--- config.mk ---
export PLATFORM = sky130hd
export DESIGN_NAME = pipearch_fetch_flat
export DESIGN_NICKNAME = d
export VERILOG_FILES = /design/src/rtl/pipearch_fetch_pkg.sv /design/src/rtl/fifobram_interface.sv /design/src/rtl/pipearch_fetch_credit.sv /design/src/rtl/pipearch_fetch.sv /design/src/flat_wrapper.sv
export SDC_FILE = /design/constraint.sdc
export NUM_CORES = 1
export LEC_CHECK = 0
export ABC_CLOCK_PERIOD_IN_PS = 6000
export CAP_MARGIN = 20
export CELL_PAD_IN_SITES_DETAIL_PLACEMENT = 1
export CELL_PAD_IN_SITES_GLOBAL_PLACEMENT = 1
export CORE_AREA = 2 2 517 519
export DETAILED_ROUTE_END_ITERATION = 12
export DIE_AREA = 0 0 519 521
export PLACE_DENSITY_LB_ADDON = 0.15
export SLEW_MARGIN = 0
export SYNTH_ARGS = -nofsm -noshare
export SYNTH_HDL_FRONTEND = slang
export SYNTH_SLANG_ARGS = --single-unit
--- constraint.sdc ---
create_clock -name clk -period 6 [get_ports clk]
set_clock_uncertainty 0.1 [all_clocks]
set_input_delay 0.9 -clock clk [delete_from_list [all_inputs] [get_ports clk]]
set_output_delay 0.9 -clock clk [all_outputs]
set_load 0.02 [all_outputs]
--- src/rtl/pipearch_fetch_pkg.sv ---
// pipearch_fetch_pkg: shared FSM state type, config register indices and the CCI-P c0 channel types used by the fetch engine
package pipearch_fetch_pkg;
  typedef enum logic [1:0] {STATE_IDLE, STATE_ACTIVE, STATE_DONE} t_fetchstate;
  localparam int FETCH_REG_OFFSET = 0;
  localparam int FETCH_REG_LENGTH = 1;
  localparam int FETCH_REG_BRAMOFF = 2;
  localparam int NUM_REGS = 4;
  typedef logic [41:0] t_ccip_clAddr;
  typedef logic [15:0] t_ccip_mdata;
  typedef logic [511:0] t_ccip_clData;
  typedef enum logic [1:0] {eVC_VA = 2'b00, eVC_VL0 = 2'b01, eVC_VH0 = 2'b10, eVC_VH1 = 2'b11} t_ccip_vc;
  typedef enum logic [1:0] {eCL_LEN_1 = 2'b00, eCL_LEN_2 = 2'b01, eCL_LEN_4 = 2'b11} t_ccip_clLen;
  typedef enum logic [3:0] {eREQ_RDLINE_I = 4'h0, eREQ_RDLINE_S = 4'h1} t_ccip_c0_req;
  typedef enum logic [3:0] {eRSP_RDLINE = 4'h0, eRSP_UMSG = 4'h4} t_ccip_c0_rsp;
  typedef struct packed {
    t_ccip_vc     vc_sel;
    t_ccip_clLen  cl_len;
    t_ccip_c0_req req_type;
    t_ccip_clAddr address;
    t_ccip_mdata  mdata;
  } t_ccip_c0_ReqMemHdr;
  typedef struct packed {
    t_ccip_c0_ReqMemHdr hdr;
    logic               valid;
  } t_if_ccip_c0_Tx;
  typedef struct packed {
    t_ccip_c0_rsp resp_type;
    t_ccip_mdata  mdata;
  } t_ccip_c0_RspMemHdr;
  typedef struct packed {
    t_ccip_c0_RspMemHdr hdr;
    t_ccip_clData       data;
    logic               rspValid;
  } t_if_ccip_c0_Rx;
endpackage

--- src/rtl/fifobram_interface.sv ---
// fifobram_interface: one-line-per-word BRAM write port (we, waddr, wdata) shared by the fetch/writeback engines
//   bram_write: producer side (drives we/waddr/wdata)
//   bram_read : observer side
interface fifobram_interface #(parameter int ADDR_WIDTH = 10);
  logic                  we;
  logic [ADDR_WIDTH-1:0] waddr;
  logic [511:0]          wdata;
  modport bram_write(output we, waddr, wdata);
  modport bram_read(input we, waddr, wdata);
endinterface

--- src/rtl/pipearch_fetch_credit.sv ---
// pipearch_fetch_credit: in-flight read counter (issued - received) with an issue-permit flag
//   clk, reset (async, active-low), issue/retire (1 per event), can_issue (count below MAX_OUTSTANDING)
module pipearch_fetch_credit #(
  parameter int MAX_OUTSTANDING = 64
) (
  input  logic clk,
  input  logic reset,
  input  logic issue,
  input  logic retire,
  output logic can_issue
);
  localparam int CW = $clog2(MAX_OUTSTANDING + 1);
  logic [CW-1:0] cnt_q, cnt_d;
  // a retire with nothing in flight (stray response) must not wrap the count
  always_comb cnt_d = (retire && !issue && cnt_q == '0) ? cnt_q : cnt_q + CW'(issue) - CW'(retire);
  always_ff @(posedge clk or negedge reset) begin
    if (!reset) cnt_q <= '0;
    else cnt_q <= cnt_d;
  end
  assign can_issue = cnt_q != CW'(MAX_OUTSTANDING);
endmodule

--- src/rtl/pipearch_fetch.sv ---
// pipearch_fetch: streams a block of cache lines from host memory (CCI-P c0 RDLINE) into an on-chip BRAM, out-of-order safe
//   clk, reset (async, active-low), op_start -> op_done (1-cycle pulses)
//   regs[0] line offset (bit31 selects out_addr), regs[1][15:0] length, regs[2] BRAM offset
//   in_addr/out_addr base lines, mem_output BRAM write port
//   c0TxAlmFull, cp2af_sRx_c0 (responses), af2cp_sTx_c0 (requests)
//   Macro PIPEARCH_FETCH_CREDIT_EN caps in-flight reads at MAX_OUTSTANDING.
module pipearch_fetch
  import pipearch_fetch_pkg::*;
#(
  parameter int ADDR_WIDTH = 10,
  parameter int MAX_OUTSTANDING = 64
) (
  input  logic                         clk,
  input  logic                         reset,
  input  logic                         op_start,
  output logic                         op_done,
  input  logic [31:0]                  regs [NUM_REGS],
  input  t_ccip_clAddr                 in_addr,
  input  t_ccip_clAddr                 out_addr,
  fifobram_interface.bram_write        mem_output,
  input  logic                         c0TxAlmFull,
  input  t_if_ccip_c0_Rx               cp2af_sRx_c0,
  output t_if_ccip_c0_Tx               af2cp_sTx_c0
);
  t_fetchstate req_state_q, req_state_d, rsp_state_q, rsp_state_d;
  t_ccip_clAddr base_q, base_d;
  logic [15:0] len_q, len_d, req_cnt_q, req_cnt_d, rsp_cnt_q, rsp_cnt_d;
  logic [ADDR_WIDTH-1:0] off_q, off_d, waddr_q, waddr_d;
  t_ccip_clData wdata_q, wdata_d;
  logic we_q, we_d, done_q, done_d;
  t_if_ccip_c0_Tx tx_q, tx_d;
  t_ccip_c0_ReqMemHdr req_hdr;
  logic start, len_zero, can_issue, issue, rsp_ok, unused_bits;

  assign start = op_start && req_state_q == STATE_IDLE && rsp_state_q == STATE_IDLE;
  assign len_zero = regs[FETCH_REG_LENGTH][15:0] == 16'd0;
  assign issue = req_state_q == STATE_ACTIVE && !c0TxAlmFull && can_issue;
  assign rsp_ok = rsp_state_q == STATE_ACTIVE && cp2af_sRx_c0.rspValid && cp2af_sRx_c0.hdr.resp_type == eRSP_RDLINE;
  assign unused_bits = ^{regs[FETCH_REG_LENGTH][31:16], regs[FETCH_REG_BRAMOFF][31:ADDR_WIDTH], cp2af_sRx_c0.hdr.mdata[15:ADDR_WIDTH]};

`ifdef PIPEARCH_FETCH_CREDIT_EN
  pipearch_fetch_credit #(.MAX_OUTSTANDING(MAX_OUTSTANDING)) u_credit (
    .clk(clk),
    .reset(reset),
    .issue(issue),
    .retire(rsp_ok),
    .can_issue(can_issue)
  );
`else
  logic [31:0] unused_max;
  assign unused_max = 32'(MAX_OUTSTANDING);
  assign can_issue = 1'b1;
`endif

  always_ff @(posedge clk or negedge reset) begin
    if (!reset) begin
      req_state_q <= STATE_IDLE;
      rsp_state_q <= STATE_IDLE;
      base_q <= '0;
      len_q <= '0;
      off_q <= '0;
      req_cnt_q <= '0;
      rsp_cnt_q <= '0;
      tx_q <= '0;
      we_q <= 1'b0;
      waddr_q <= '0;
      wdata_q <= '0;
      done_q <= 1'b0;
    end else begin
      req_state_q <= req_state_d;
      rsp_state_q <= rsp_state_d;
      base_q <= base_d;
      len_q <= len_d;
      off_q <= off_d;
      req_cnt_q <= req_cnt_d;
      rsp_cnt_q <= rsp_cnt_d;
      tx_q <= tx_d;
      we_q <= we_d;
      waddr_q <= waddr_d;
      wdata_q <= wdata_d;
      done_q <= done_d;
    end
  end

  // both FSMs leave IDLE on the same start; a zero-length op skips straight to DONE
  always_comb begin
    req_state_d = req_state_q;
    rsp_state_d = rsp_state_q;
    case (req_state_q)
      STATE_IDLE:   req_state_d = start ? (len_zero ? STATE_DONE : STATE_ACTIVE) : STATE_IDLE;
      STATE_ACTIVE: req_state_d = (issue && req_cnt_q == len_q - 16'd1) ? STATE_DONE : STATE_ACTIVE;
      default:      req_state_d = STATE_IDLE;
    endcase
    case (rsp_state_q)
      STATE_IDLE:   rsp_state_d = start ? (len_zero ? STATE_DONE : STATE_ACTIVE) : STATE_IDLE;
      STATE_ACTIVE: rsp_state_d = (rsp_ok && rsp_cnt_q == len_q - 16'd1) ? STATE_DONE : STATE_ACTIVE;
      default:      rsp_state_d = STATE_IDLE;
    endcase
  end

  always_comb begin
    base_d = start ? (regs[FETCH_REG_OFFSET][31] ? out_addr : in_addr) + t_ccip_clAddr'(regs[FETCH_REG_OFFSET]) : base_q;
    len_d = start ? regs[FETCH_REG_LENGTH][15:0] : len_q;
    off_d = start ? regs[FETCH_REG_BRAMOFF][ADDR_WIDTH-1:0] : off_q;
    req_cnt_d = start ? '0 : req_cnt_q + 16'(issue);
    rsp_cnt_d = start ? '0 : rsp_cnt_q + 16'(rsp_ok);
  end

  always_comb begin
    req_hdr = '0;
    req_hdr.vc_sel = eVC_VA;
    req_hdr.cl_len = eCL_LEN_1;
    req_hdr.req_type = eREQ_RDLINE_I;
    req_hdr.address = base_q + t_ccip_clAddr'(req_cnt_q);
    req_hdr.mdata = req_cnt_q;
  end

  // placement is purely by the returned mdata, so arrival order does not matter
  always_comb begin
    tx_d.valid = issue;
    tx_d.hdr = req_hdr;
    we_d = rsp_ok;
    waddr_d = off_q + cp2af_sRx_c0.hdr.mdata[ADDR_WIDTH-1:0];
    wdata_d = cp2af_sRx_c0.data;
    done_d = rsp_state_q == STATE_DONE;
  end

  assign af2cp_sTx_c0 = tx_q;
  assign op_done = done_q;
  assign mem_output.we = we_q;
  assign mem_output.waddr = waddr_q;
  assign mem_output.wdata = wdata_q;
endmodule

--- src/flat_wrapper.sv ---
// flat-port wrapper written by rule: the top's interface ports become plain ports
module pipearch_fetch_flat import pipearch_fetch_pkg::*;
#(
  parameter int ADDR_WIDTH = 10,
  parameter int MAX_OUTSTANDING = 64
)
  (clk, reset, op_start, op_done, regs, in_addr, out_addr, c0TxAlmFull, cp2af_sRx_c0, af2cp_sTx_c0, mem_output_we, mem_output_waddr, mem_output_wdata);
  fifobram_interface #(.ADDR_WIDTH(ADDR_WIDTH)) mem_output_i ();
  input  logic clk;
  input  logic reset;
  input  logic op_start;
  output logic op_done;
  input  logic [31:0] regs[NUM_REGS];
  input  t_ccip_clAddr in_addr;
  input  t_ccip_clAddr out_addr;
  input  logic c0TxAlmFull;
  input  t_if_ccip_c0_Rx cp2af_sRx_c0;
  output t_if_ccip_c0_Tx af2cp_sTx_c0;
  output wire logic [$bits(mem_output_i.we)-1:0] mem_output_we;
  output wire logic [$bits(mem_output_i.waddr)-1:0] mem_output_waddr;
  output wire logic [$bits(mem_output_i.wdata)-1:0] mem_output_wdata;
  assign mem_output_we = mem_output_i.we;
  assign mem_output_waddr = mem_output_i.waddr;
  assign mem_output_wdata = mem_output_i.wdata;
  pipearch_fetch #(.ADDR_WIDTH(ADDR_WIDTH), .MAX_OUTSTANDING(MAX_OUTSTANDING)) u_core (.clk(clk), .reset(reset), .op_start(op_start), .op_done(op_done), .regs(regs), .in_addr(in_addr), .out_addr(out_addr), .mem_output(mem_output_i), .c0TxAlmFull(c0TxAlmFull), .cp2af_sRx_c0(cp2af_sRx_c0), .af2cp_sTx_c0(af2cp_sTx_c0));
endmodule
==> out/summary.txt <==
FLOORPLAN
-------------------------------------------------------------------------------
Core box area                                                         0.264 mm2
Die Width                                                                519 um
Die Span Y                                                               521 um
Starting utilization of the core area                                    0.0894
Die footprint                                                         0.270 mm2
FP Rows                                                                     189
IO Count                                                                   1340

STA
-------------------------------------------------------------------------------
Pin slew with the least headroom to its limit                           1.08 ns
Final Hold Viols                                                              0
Pins Over Slew Limit                                                          0
Final sum of negative setup slack                                          0 ns
Max-Slew Margin vs Limit                                                  0.272
Setup repair after global routing missed its margin                          no
Worst slack on hold paths                                              0.383 ns
Tcrit/Tclk final                                                          0.681
Final period demand of the worst path                                   4.09 ns
Highest clock rate                                                      245 MHz
Setup violators final                                                         0
Final worst setup slack                                                 1.91 ns

PLACE
-------------------------------------------------------------------------------
Cell area reported after detailed placement                          0.0406 mm2
Cell count after placement                                                 6439
Count of input and output buffers                                          1255
Detailed-placement wirelength estimate                                145000 um
Final weighted congestion of routability-driven global placement          0.828
Worst Setup Slack post-DPL                                              1.11 ns

CLOCK TREE
-------------------------------------------------------------------------------
Clock root buffer master                                           sky130_fd_sc_hd__clkbuf_16
Clock latency at the later pin of the worst-skew pair                   0.73 ns
Post-CTS Hold Fix Bufs                                                        1
Clock Tree Buf Depth                                                          3
Count of H-tree levels built during CTS                                       3
Post-CTS Resized                                                              0
Clock buffers created by TritonCTS                                          101
Post-CTS setup buffer count                                                   0
# clock sinks                                                               687
Clock tree from TritonCTS                                                 built
Clock-pin transition on the worst setup and hold timing paths           0.06 ns

FINISH
-------------------------------------------------------------------------------
Fin util                                                                  0.167
Fin nets                                                                   3824
Post-Layout Cell Count                                                     6669
Area overhead of the layout relative to synthesis                         87.3%
Count of fill cells added during filler insertion                         30000
Layout cells sized above 1                                               0.0805
Post-route design area                                               0.0442 mm2

GLOBAL ROUTE
-------------------------------------------------------------------------------
Global-route wire length before repair                                227000 um
Number of global-route vias before repair                                 21000
Aggregate global-route resource usage                                     0.127
Residual overflow from global routing                                         0
Pin count of the biggest net entering global routing                        158
Initial antenna violation count                                             115

ROUTE
-------------------------------------------------------------------------------
Routed WL per cell                                                      26.3 um
Number of detailed-routing iterations run before antenna repair               4
Initial detailed-routing violation count                                    703
Post-DR vias/cell                                                          2.83
Wirelength, routed                                                    176000 um
Via count                                                                 18900
Count of nets left with antenna violations after detail routing               0
DRC violation count after routing                                             0

MIN PATH
-------------------------------------------------------------------------------
Endpoint of the worst hold path                                    u_core.off_q[8]$_DFFE_PN0P_
Min-Delay Path Depth                                                          2
Worst hold path type                                               flop to flop
Worst Min Path Start                                               u_core.off_q[8]$_DFFE_PN0P_

WORST SETUP PATH
-------------------------------------------------------------------------------
Number of cells on the worst reg-to-reg path                                 12
Worst setup path category                                          primary input to flop
Worst-path maximum fanout                                                    28
Minimum setup slack among reg-to-reg paths                              2.62 ns
Required time at the worst-slack endpoint                               6.44 ns
Reg2reg end                                                        u_core.af2cp_sTx_c0[41]$_DFF_PN0_
Category of the worst setup path capture point                             flop
Arrival @ worst endpoint                                                4.52 ns
Crit start category                                                primary input
R2R Path Start                                                     u_core.req_cnt_q[0]$_DFF_PN0_

SYNTH
-------------------------------------------------------------------------------
Number of distinct library cells after synthesis                             73
Count of state elements after synthesis                                     687
Most used DFF post-synth                                           sky130_fd_sc_hd__dfrtp_1
Async set or reset register ratio after synthesis                          1.00
Top-count cell post-synth                                          sky130_fd_sc_hd__dfrtp_1
Top cell type's share of synthesized area                                 0.728
Mean cell area of the mapped netlist                                   14.1 um2
Synth top cells by count                                           687 x sky130_fd_sc_hd__dfrtp_1, 188 x sky130_fd_sc_hd__nand2_1, 77 x sky130_fd_sc_hd__xor2_1, 76 x sky130_fd_sc_hd__o21ai_0, 72 x sky130_fd_sc_hd__xnor2_1
Summed instance area of the synthesized netlist                      0.0236 mm2
Cell types with the largest area share after synthesis             sky130_fd_sc_hd__dfrtp_1 73%, sky130_fd_sc_hd__ha_1 3.3%, sky130_fd_sc_hd__nand2_1 3.0%, sky130_fd_sc_hd__xor2_1 2.9%, sky130_fd_sc_hd__xnor2_1 2.7%
Post-synth top area cell                                           sky130_fd_sc_hd__dfrtp_1
Sequential cell area fraction in the yosys report                         0.728
Number of warning messages in the yosys log                                   0
Count of flip-flops with a built-in enable after synthesis                    0
Synth Instances                                                            1670

OUTCOME
-------------------------------------------------------------------------------
Status                                                                completed

JOB
-------------------------------------------------------------------------------
Count of max-cap constraint violations                                        0

POWER
-------------------------------------------------------------------------------
Internal power component                                                9.91 mW
Net switching power figure                                              4.19 mW
Post-layout power                                                       14.1 mW
Clock share of power                                                      0.451
Net switching share of the total power                                    0.297
Portion of total power attributed to sequential cells                     0.372
Logic pwr share                                                           0.177
LEAKAGE                                                                 17.7 nW
Cell Pwr Density                                                     319 mW/mm2
Maximum ir drop on the vdd rail                                      0.000205 V

==> worst max-delay path, cell delays in order <==
cell	delay, ns
sky130_fd_sc_hd__buf_2	0.48
sky130_fd_sc_hd__mux2_2	0.41
sky130_fd_sc_hd__ha_1	0.45
sky130_fd_sc_hd__nand4_1	0.17
sky130_fd_sc_hd__o21ba_2	0.26
sky130_fd_sc_hd__o21ai_0	0.24
sky130_fd_sc_hd__a211oi_1	0.61
sky130_fd_sc_hd__o2111ai_1	0.33
sky130_fd_sc_hd__a31oi_1	0.27
sky130_fd_sc_hd__xor2_1	0.26
sky130_fd_sc_hd__o21ai_0	0.11
==> per-layer routing <==
metal  track usage  part of all wire  routed length, um  up-vias
met3        0.0520             0.085              14800      200
met2         0.229              0.52              90800      793
met1         0.137              0.38              66100     9433
li1              -                 -                  -     8409
met5             0            0.0023                406        -
met4        0.0282             0.020               3440       62
==> placed cells by master (no fill, tap or decap), types with 14 or more instances in the layout <==
| cell type | count |
|---|---|
| sky130_fd_sc_hd__a21o_1 | 20 |
| sky130_fd_sc_hd__a21oi_1 | 55 |
| sky130_fd_sc_hd__a31oi_1 | 14 |
| sky130_fd_sc_hd__and3_1 | 20 |
| sky130_fd_sc_hd__buf_4 | 15 |
| sky130_fd_sc_hd__clkbuf_1 | 16 |
| sky130_fd_sc_hd__clkbuf_16 | 102 |
| sky130_fd_sc_hd__clkbuf_8 | 22 |
| sky130_fd_sc_hd__clkdlybuf4s50_1 | 1253 |
| sky130_fd_sc_hd__clkinv_2 | 16 |
| sky130_fd_sc_hd__dfrtp_1 | 687 |
| sky130_fd_sc_hd__diode_2 | 44 |
| sky130_fd_sc_hd__ha_1 | 62 |
| sky130_fd_sc_hd__inv_1 | 25 |
| sky130_fd_sc_hd__mux2_2 | 33 |
| sky130_fd_sc_hd__nand2_1 | 188 |
| sky130_fd_sc_hd__nand3_1 | 27 |
| sky130_fd_sc_hd__nand4_1 | 16 |
| sky130_fd_sc_hd__nor2_1 | 68 |
| sky130_fd_sc_hd__nor3_1 | 15 |
| sky130_fd_sc_hd__nor4_1 | 17 |
| sky130_fd_sc_hd__o21ai_0 | 76 |
| sky130_fd_sc_hd__xnor2_1 | 72 |
| sky130_fd_sc_hd__xor2_1 | 77 |
==> area by class of cell <==
cell class                 instances  area [um2]  area share
inverter                          25        93.8     0.00212
clock buffer                     140        2920      0.0659
multi-input combinational        920        6160       0.139
antenna                           44         110     0.00249
sequential                       687       17200       0.389
timing repair buffer            1275       12800       0.289
tap                             3533        4420      0.0999
clock inverter                    45         578      0.0131
==> worst max path at each step <==
stage / from / endpoint / slack (ns) / cells past startpoint
after floorplan: regs[127] / u_core.base_q[30]$_DFFE_PN0P_ / 1.05 / 14
after global placement: regs[127] / u_core.base_q[38]$_DFFE_PN0P_ / 1.12 / 12
after detailed placement: regs[127] / u_core.base_q[33]$_DFFE_PN0P_ / 1.11 / 11
after CTS: regs[127] / u_core.base_q[33]$_DFFE_PN0P_ / 1.87 / 11
after global routing: regs[127] / u_core.base_q[33]$_DFFE_PN0P_ / 1.56 / 11
final: regs[127] / u_core.base_q[33]$_DFFE_PN0P_ / 1.91 / 11
==> registers in the layout, indices dropped and copies added (netlist names), 10 cells and up <==
name,cells
u_core.af2cp_sTx_c0,59
u_core.base_q,42
u_core.rsp_cnt_q,16
u_core.mem_output.wdata,512
u_core.off_q,10
u_core.req_cnt_q,16
u_core.len_q,16
u_core.mem_output.waddr,10
==> cells by family after synthesis <==
kind of cell             share of synthesized area
XOR/XNOR                                    0.0552
AND/OR/NAND/NOR                             0.0862
adder cells (fa/ha/maj)                     0.0354
buffers and inverters                       0.0128
flip-flops                                   0.728
multiplexers                                0.0191
AO/OA/AOI/OAI                               0.0633
other                                     0.000159
==> power groups by stage <==
stage / clock network (mW) / registers (mW) / logic [mW]
after global routing: 6.84 / 5.29 / 2.70
after detailed placement: 0 / 5.32 / 2.59
after CTS: 6.70 / 5.25 / 2.61
after floorplan: 0 / 5.57 / 0.591
final: 6.35 / 5.24 / 2.50
after global placement: 0 / 5.32 / 2.61
No activity file was read; power rests on OpenSTA's default activity.
